`src/rtl/mem_arbiter.sv`:
```
`default_nettype none
// ============================================================================
// Module   : mem_arbiter
// Purpose  : Two-requester (a, b) round-robin arbiter in front of a single-port
//            synchronous memory. One command is accepted per arbitration in
//            IDLE. A write occupies IDLE->ISSUE (2 cycles). A read occupies
//            IDLE->ISSUE->RDATA (3 cycles); the memory returns data one cycle
//            after mem_rd_en.
// Ports    : clk, reset (async, active-high)
//            req_x/we_x/addr_x/wdata_x      requester command inputs (x = a, b)
//            gnt_x                          one-cycle grant pulse (ISSUE)
//            rvalid_x/rdata_x               read return (RDATA); rdata_x is 0
//                                           whenever rvalid_x is low
//            mem_addr/mem_wr_en/mem_rd_en/mem_wdata   memory command
//            mem_rdata                      registered memory read data
//            busy                           high in every state except IDLE
// Revision : 1.0 - initial release
// ============================================================================
module mem_arbiter #(
  parameter int ADDR_WIDTH = 2,
  parameter int DATA_WIDTH = 8
) (
  input  logic                  clk,
  input  logic                  reset,
  input  logic                  req_a,
  input  logic                  we_a,
  input  logic [ADDR_WIDTH-1:0] addr_a,
  input  logic [DATA_WIDTH-1:0] wdata_a,
  input  logic                  req_b,
  input  logic                  we_b,
  input  logic [ADDR_WIDTH-1:0] addr_b,
  input  logic [DATA_WIDTH-1:0] wdata_b,
  output logic                  gnt_a,
  output logic                  rvalid_a,
  output logic [DATA_WIDTH-1:0] rdata_a,
  output logic                  gnt_b,
  output logic                  rvalid_b,
  output logic [DATA_WIDTH-1:0] rdata_b,
  output logic [ADDR_WIDTH-1:0] mem_addr,
  output logic                  mem_wr_en,
  output logic                  mem_rd_en,
  output logic [DATA_WIDTH-1:0] mem_wdata,
  input  logic [DATA_WIDTH-1:0] mem_rdata,
  output logic                  busy
);

  typedef enum logic [1:0] {
    IDLE  = 2'd0,
    ISSUE = 2'd1,
    RDATA = 2'd2
  } state_t;

  state_t state_q, state_d;

  // last_b: 1 when requester b received the most recent grant
  logic last_b_q, last_b_d;

  // Latched command of the current transaction
  logic                  cmd_b_q,     cmd_b_d;
  logic                  cmd_we_q,    cmd_we_d;
  logic [ADDR_WIDTH-1:0] cmd_addr_q,  cmd_addr_d;
  logic [DATA_WIDTH-1:0] cmd_wdata_q, cmd_wdata_d;

  // Registered outputs
  logic gnt_a_q,     gnt_a_d;
  logic gnt_b_q,     gnt_b_d;
  logic rvalid_a_q,  rvalid_a_d;
  logic rvalid_b_q,  rvalid_b_d;
  logic mem_wr_en_q, mem_wr_en_d;
  logic mem_rd_en_q, mem_rd_en_d;
  logic busy_q,      busy_d;

  // Arbitration result for the current cycle's requests
  logic                  pick_b;
  logic                  sel_we;
  logic [ADDR_WIDTH-1:0] sel_addr;
  logic [DATA_WIDTH-1:0] sel_wdata;

  // b wins when it is the only requester, or on contention when a was
  // granted last.
  always_comb begin
    pick_b    = req_b & (~req_a | ~last_b_q);
    sel_we    = pick_b ? we_b    : we_a;
    sel_addr  = pick_b ? addr_b  : addr_a;
    sel_wdata = pick_b ? wdata_b : wdata_a;
  end

  // Next-state and next-output logic. Output flops are loaded with the values
  // belonging to the state being entered, so they are valid for that state.
  always_comb begin
    state_d     = state_q;
    last_b_d    = last_b_q;
    cmd_b_d     = cmd_b_q;
    cmd_we_d    = cmd_we_q;
    cmd_addr_d  = cmd_addr_q;
    cmd_wdata_d = cmd_wdata_q;
    gnt_a_d     = 1'b0;
    gnt_b_d     = 1'b0;
    rvalid_a_d  = 1'b0;
    rvalid_b_d  = 1'b0;
    mem_wr_en_d = 1'b0;
    mem_rd_en_d = 1'b0;
    busy_d      = 1'b0;

    case (state_q)
      IDLE: begin
        if (req_a | req_b) begin
          state_d     = ISSUE;
          last_b_d    = pick_b;
          cmd_b_d     = pick_b;
          cmd_we_d    = sel_we;
          cmd_addr_d  = sel_addr;
          cmd_wdata_d = sel_wdata;
          gnt_a_d     = ~pick_b;
          gnt_b_d     = pick_b;
          mem_wr_en_d = sel_we;
          mem_rd_en_d = ~sel_we;
          busy_d      = 1'b1;
        end
      end
      ISSUE: begin
        if (cmd_we_q) begin
          state_d = IDLE;
        end else begin
          // Memory registers the read at this edge; data is valid in RDATA.
          state_d    = RDATA;
          rvalid_a_d = ~cmd_b_q;
          rvalid_b_d = cmd_b_q;
          busy_d     = 1'b1;
        end
      end
      RDATA: begin
        state_d = IDLE;
      end
      default: begin
        state_d = IDLE;
      end
    endcase
  end

  always_ff @(posedge clk or posedge reset) begin
    if (reset) begin
      state_q     <= IDLE;
      last_b_q    <= 1'b1;  // a wins the first contention after reset
      cmd_b_q     <= 1'b0;
      cmd_we_q    <= 1'b0;
      cmd_addr_q  <= '0;
      cmd_wdata_q <= '0;
      gnt_a_q     <= 1'b0;
      gnt_b_q     <= 1'b0;
      rvalid_a_q  <= 1'b0;
      rvalid_b_q  <= 1'b0;
      mem_wr_en_q <= 1'b0;
      mem_rd_en_q <= 1'b0;
      busy_q      <= 1'b0;
    end else begin
      state_q     <= state_d;
      last_b_q    <= last_b_d;
      cmd_b_q     <= cmd_b_d;
      cmd_we_q    <= cmd_we_d;
      cmd_addr_q  <= cmd_addr_d;
      cmd_wdata_q <= cmd_wdata_d;
      gnt_a_q     <= gnt_a_d;
      gnt_b_q     <= gnt_b_d;
      rvalid_a_q  <= rvalid_a_d;
      rvalid_b_q  <= rvalid_b_d;
      mem_wr_en_q <= mem_wr_en_d;
      mem_rd_en_q <= mem_rd_en_d;
      busy_q      <= busy_d;
    end
  end

  assign gnt_a     = gnt_a_q;
  assign gnt_b     = gnt_b_q;
  assign rvalid_a  = rvalid_a_q;
  assign rvalid_b  = rvalid_b_q;
  assign mem_wr_en = mem_wr_en_q;
  assign mem_rd_en = mem_rd_en_q;
  assign busy      = busy_q;
  assign mem_addr  = cmd_addr_q;

  // Read data arrives from the memory register during RDATA only, so it is
  // gated by the registered valid rather than re-registered here.
  assign rdata_a   = rvalid_a_q  ? mem_rdata   : '0;
  assign rdata_b   = rvalid_b_q  ? mem_rdata   : '0;
  assign mem_wdata = mem_wr_en_q ? cmd_wdata_q : '0;

endmodule
`default_nettype wire

```
`config.mk`:
```
export PLATFORM = sky130hd
export DESIGN_NAME = mem_arbiter
export DESIGN_NICKNAME = d
export VERILOG_FILES = /design/src/rtl/mem_arbiter.sv
export SDC_FILE = /design/constraint.sdc
export NUM_CORES = 1
export LEC_CHECK = 0
export ABC_CLOCK_PERIOD_IN_PS = 2400
export CAP_MARGIN = 20
export CORE_ASPECT_RATIO = 1.25
export CORE_MARGIN = 4
export CORE_UTILIZATION = 39
export DETAILED_ROUTE_END_ITERATION = 10
export PLACE_DENSITY = 0.95
export SLEW_MARGIN = 20
export SYNTH_ARGS = -nofsm -noshare
export SYNTH_HDL_FRONTEND = slang
export SYNTH_SLANG_ARGS = --single-unit
```
`constraint.sdc`:
```
create_clock -name clk -period 2.4 [get_ports clk]
set_input_delay 0.72 -clock clk [delete_from_list [all_inputs] [get_ports clk]]
set_output_delay 0.72 -clock clk [all_outputs]
set_load 0.01 [all_outputs]
```
==> impl_metrics.env <==
export IMPL_outcome="complete, no violations"
export IMPL_synth_edff_count=0
export IMPL_drv_slew=0
export IMPL_finalHoldViolations=0
export IMPL_r2r_slack_ns=0.72
export IMPL_drc=0
export IMPL_die_area_sq_mm=0.003650
export IMPL_final_common_cell="clkdlybuf4s50_1"
export IMPL_final_cell_count_no_fill=194
export IMPL_worst_ep_required_time_ns=1.68
export IMPL_grtUsageTotal_pct=17.93
export IMPL_synth_avg_cell_area_sq_um=12.02
export IMPL_regMostFlops="cmd_wdata_q"
export IMPL_worst_setup_path_startpoint="mem_rdata[1]"
export IMPL_synth_seq_cells=22
export IMPL_async_flop_share_pct=100.0
export IMPL_rsz0062_at_grt="no"
export IMPL_seq_area_frac_synth_pct=51.58
export IMPL_layout_common_cells="50 x clkdlybuf4s50_1, 24 x and2_1, 21 x dfrtp_1, 16 x dlygate4sd2_1"
export IMPL_grt_first_pass_wirelength_um=4650
export IMPL_synth_cell_types=21
export IMPL_ctsRootBufferMaster="clkbuf_4"
export IMPL_hold_class="flop to flop"
export IMPL_std_cell_rows=20
export IMPL_grt_pass1_vias=1014
export IMPL_clkTransAtPathRegs_ns=0.12
export IMPL_drtPass1Iterations=4
export IMPL_arrival_ns=1.62
export IMPL_drtIter0Drc=21
export IMPL_p_per_area_mw_per_mm2=931.3
export IMPL_drtAntennaViolNets=0
export IMPL_setup_tns_final_ns=0
export IMPL_cp_start_kind="primary input"
export IMPL_period_share_pct=97.56
export IMPL_n_antenna_cell=0
export IMPL_clockBufferDepth=2
export IMPL_max_cap_viol_count=0
export IMPL_core_area_sq_mm=0.002527
export IMPL_ir_drop_mv=0.6776
export IMPL_tightest_slew_ns=0.5423
export IMPL_syn_nets=123
export IMPL_initial_core_util_pct=42.33
export IMPL_die_h_um=66.56
export IMPL_yosysWarnings=0
export IMPL_hpwl_um=2601
export IMPL_rr_startpoint="last_b_q"
export IMPL_cp_max_fo=2
export IMPL_end_kind="output pin"
export IMPL_area_growth_pct=68.42
export IMPL_cts_setup_buffers=0
export IMPL_die_x_um=54.85
export IMPL_clock_sinks=22
export IMPL_routabilityCongestion=0.8218
export IMPL_vias=957
export IMPL_period_minus_slack_ns=2.341
export IMPL_path_class="primary input to output pin"
export IMPL_vias_per_cell=4.933
export IMPL_cts_max_level=1
export IMPL_skew_ns=0.005187
export IMPL_totalWireLength_um=3095
export IMPL_hp_start="cmd_b_q"
export IMPL_synth_ff_type="dfrtp_1"
export IMPL_fin_ws_ns=0.05850
export IMPL_cts_buffers=3
export IMPL_clkLatencyLatePin_ns=0.30
export IMPL_syn_inst=89
export IMPL_grt_overflow=0
export IMPL_slowest_delay_ns=0.49
export IMPL_whs_ns=0.4660
export IMPL_cts_tree="built"
export IMPL_largest_reg_flops=8
export IMPL_crit_chain="clkdlybuf4s50_1 > and2_1 > dlygate4sd2_1"
export IMPL_grt_max_degree=16
export IMPL_post_drt_wl_per_cell_um=15.95
export IMPL_fmax_mhz=427.1
export IMPL_setup_violations=0
export IMPL_crit_slowest_cell="clkdlybuf4s50_1"
export IMPL_dp_slack_ns=-0.2180
export IMPL_port_buffers=66
export IMPL_antenna_found_initial=0
export IMPL_leakage_uw=0.0009101
export IMPL_drive_above_1_share_pct=14.29
export IMPL_place_inst=190
export IMPL_syn_area_sq_mm=0.001070
export IMPL_relSlewSlack_pct=63.81
export IMPL_layout_nets=196
export IMPL_io_pins=67
## cell type report
cell class	count	area, sq um
clock buffers	4	36.28
fillers	200	725.7
inverters	4	15.01
multi-input cells	61	486.7
flip-flops and latches	22	551.8
well taps	33	41.29
repair buffers	70	670.6
## power breakdown
group          internal [uW]  switching (uW)  leakage [uW]
clock network           92.4             110     0.0000210
logic                    476             337      0.000619
registers                547             115      0.000270
## worst max-delay path, delay by kind of cell
family / cells / cell delay, ns
buffers and inverters: 2 / 0.76
and+or+nand+nor: 1 / 0.14
## per-layer routing
layer,vias to the layer above,part of all wire [%],GRT usage (%)
met2,49,55,35.21
met4,0,0.39,3.738
met1,458,34,17.86
met5,-,0,0
met3,2,11,4.251
li1,448,-,-
## cells in the mapped netlist (2+ instances only)
| master | n | area share (%) |
|---|---|---|
| a221o_1 | 4 | 3.7 |
| and3_1 | 5 | 2.9 |
| mux2i_1 | 2 | 1.9 |
| mux2_2 | 6 | 6.3 |
| nor2_1 | 3 | 1.1 |
| a21o_1 | 2 | 1.4 |
| inv_1 | 4 | 1.4 |
| and2_1 | 24 | 14 |
| mux2_4 | 6 | 8.4 |
| dfrtp_1 | 21 | 49 |
| nand2_1 | 2 | 0.70 |
## kinds of logic after synthesis
logic type / synth area share (%)
multiplexers: 16.61
flip-flops: 51.58
AND/OR/NAND/NOR: 20.35
buffers and inverters: 2.923
AO/OA/AOI/OAI: 8.538
## path summary, 6_finish.rpt
path	to	cells after the start
max	rdata_b[1]	3
min	rvalid_a	1
max reg2reg	cmd_wdata_q[3]	3
min reg2reg	rvalid_a	1
max in group asynchronous	mem_wr_en	3
min in group asynchronous	cmd_wdata_q[7]	2
## stage by stage
| stage | instance area, sq um | util, % | power (uW) |
|---|---|---|---|
| finish | 1802 | 71.29 | 1678 |
| global route | 1802 | 71.29 | 1791 |
| global placement | 1785 | 70.64 | 1475 |
| CTS | 1802 | 71.29 | 1690 |
| floorplan | 1070 | - | 1080 |
| detailed placement | 1785 | 70.64 | 1521 |
## what timing repair did
action                     in CTS  in global routing
gates resized for setup        16                  0
hold buffers                    0                  0
setup endpoints to repair      16                  0
No activity file was read; power rests on OpenSTA's default activity.
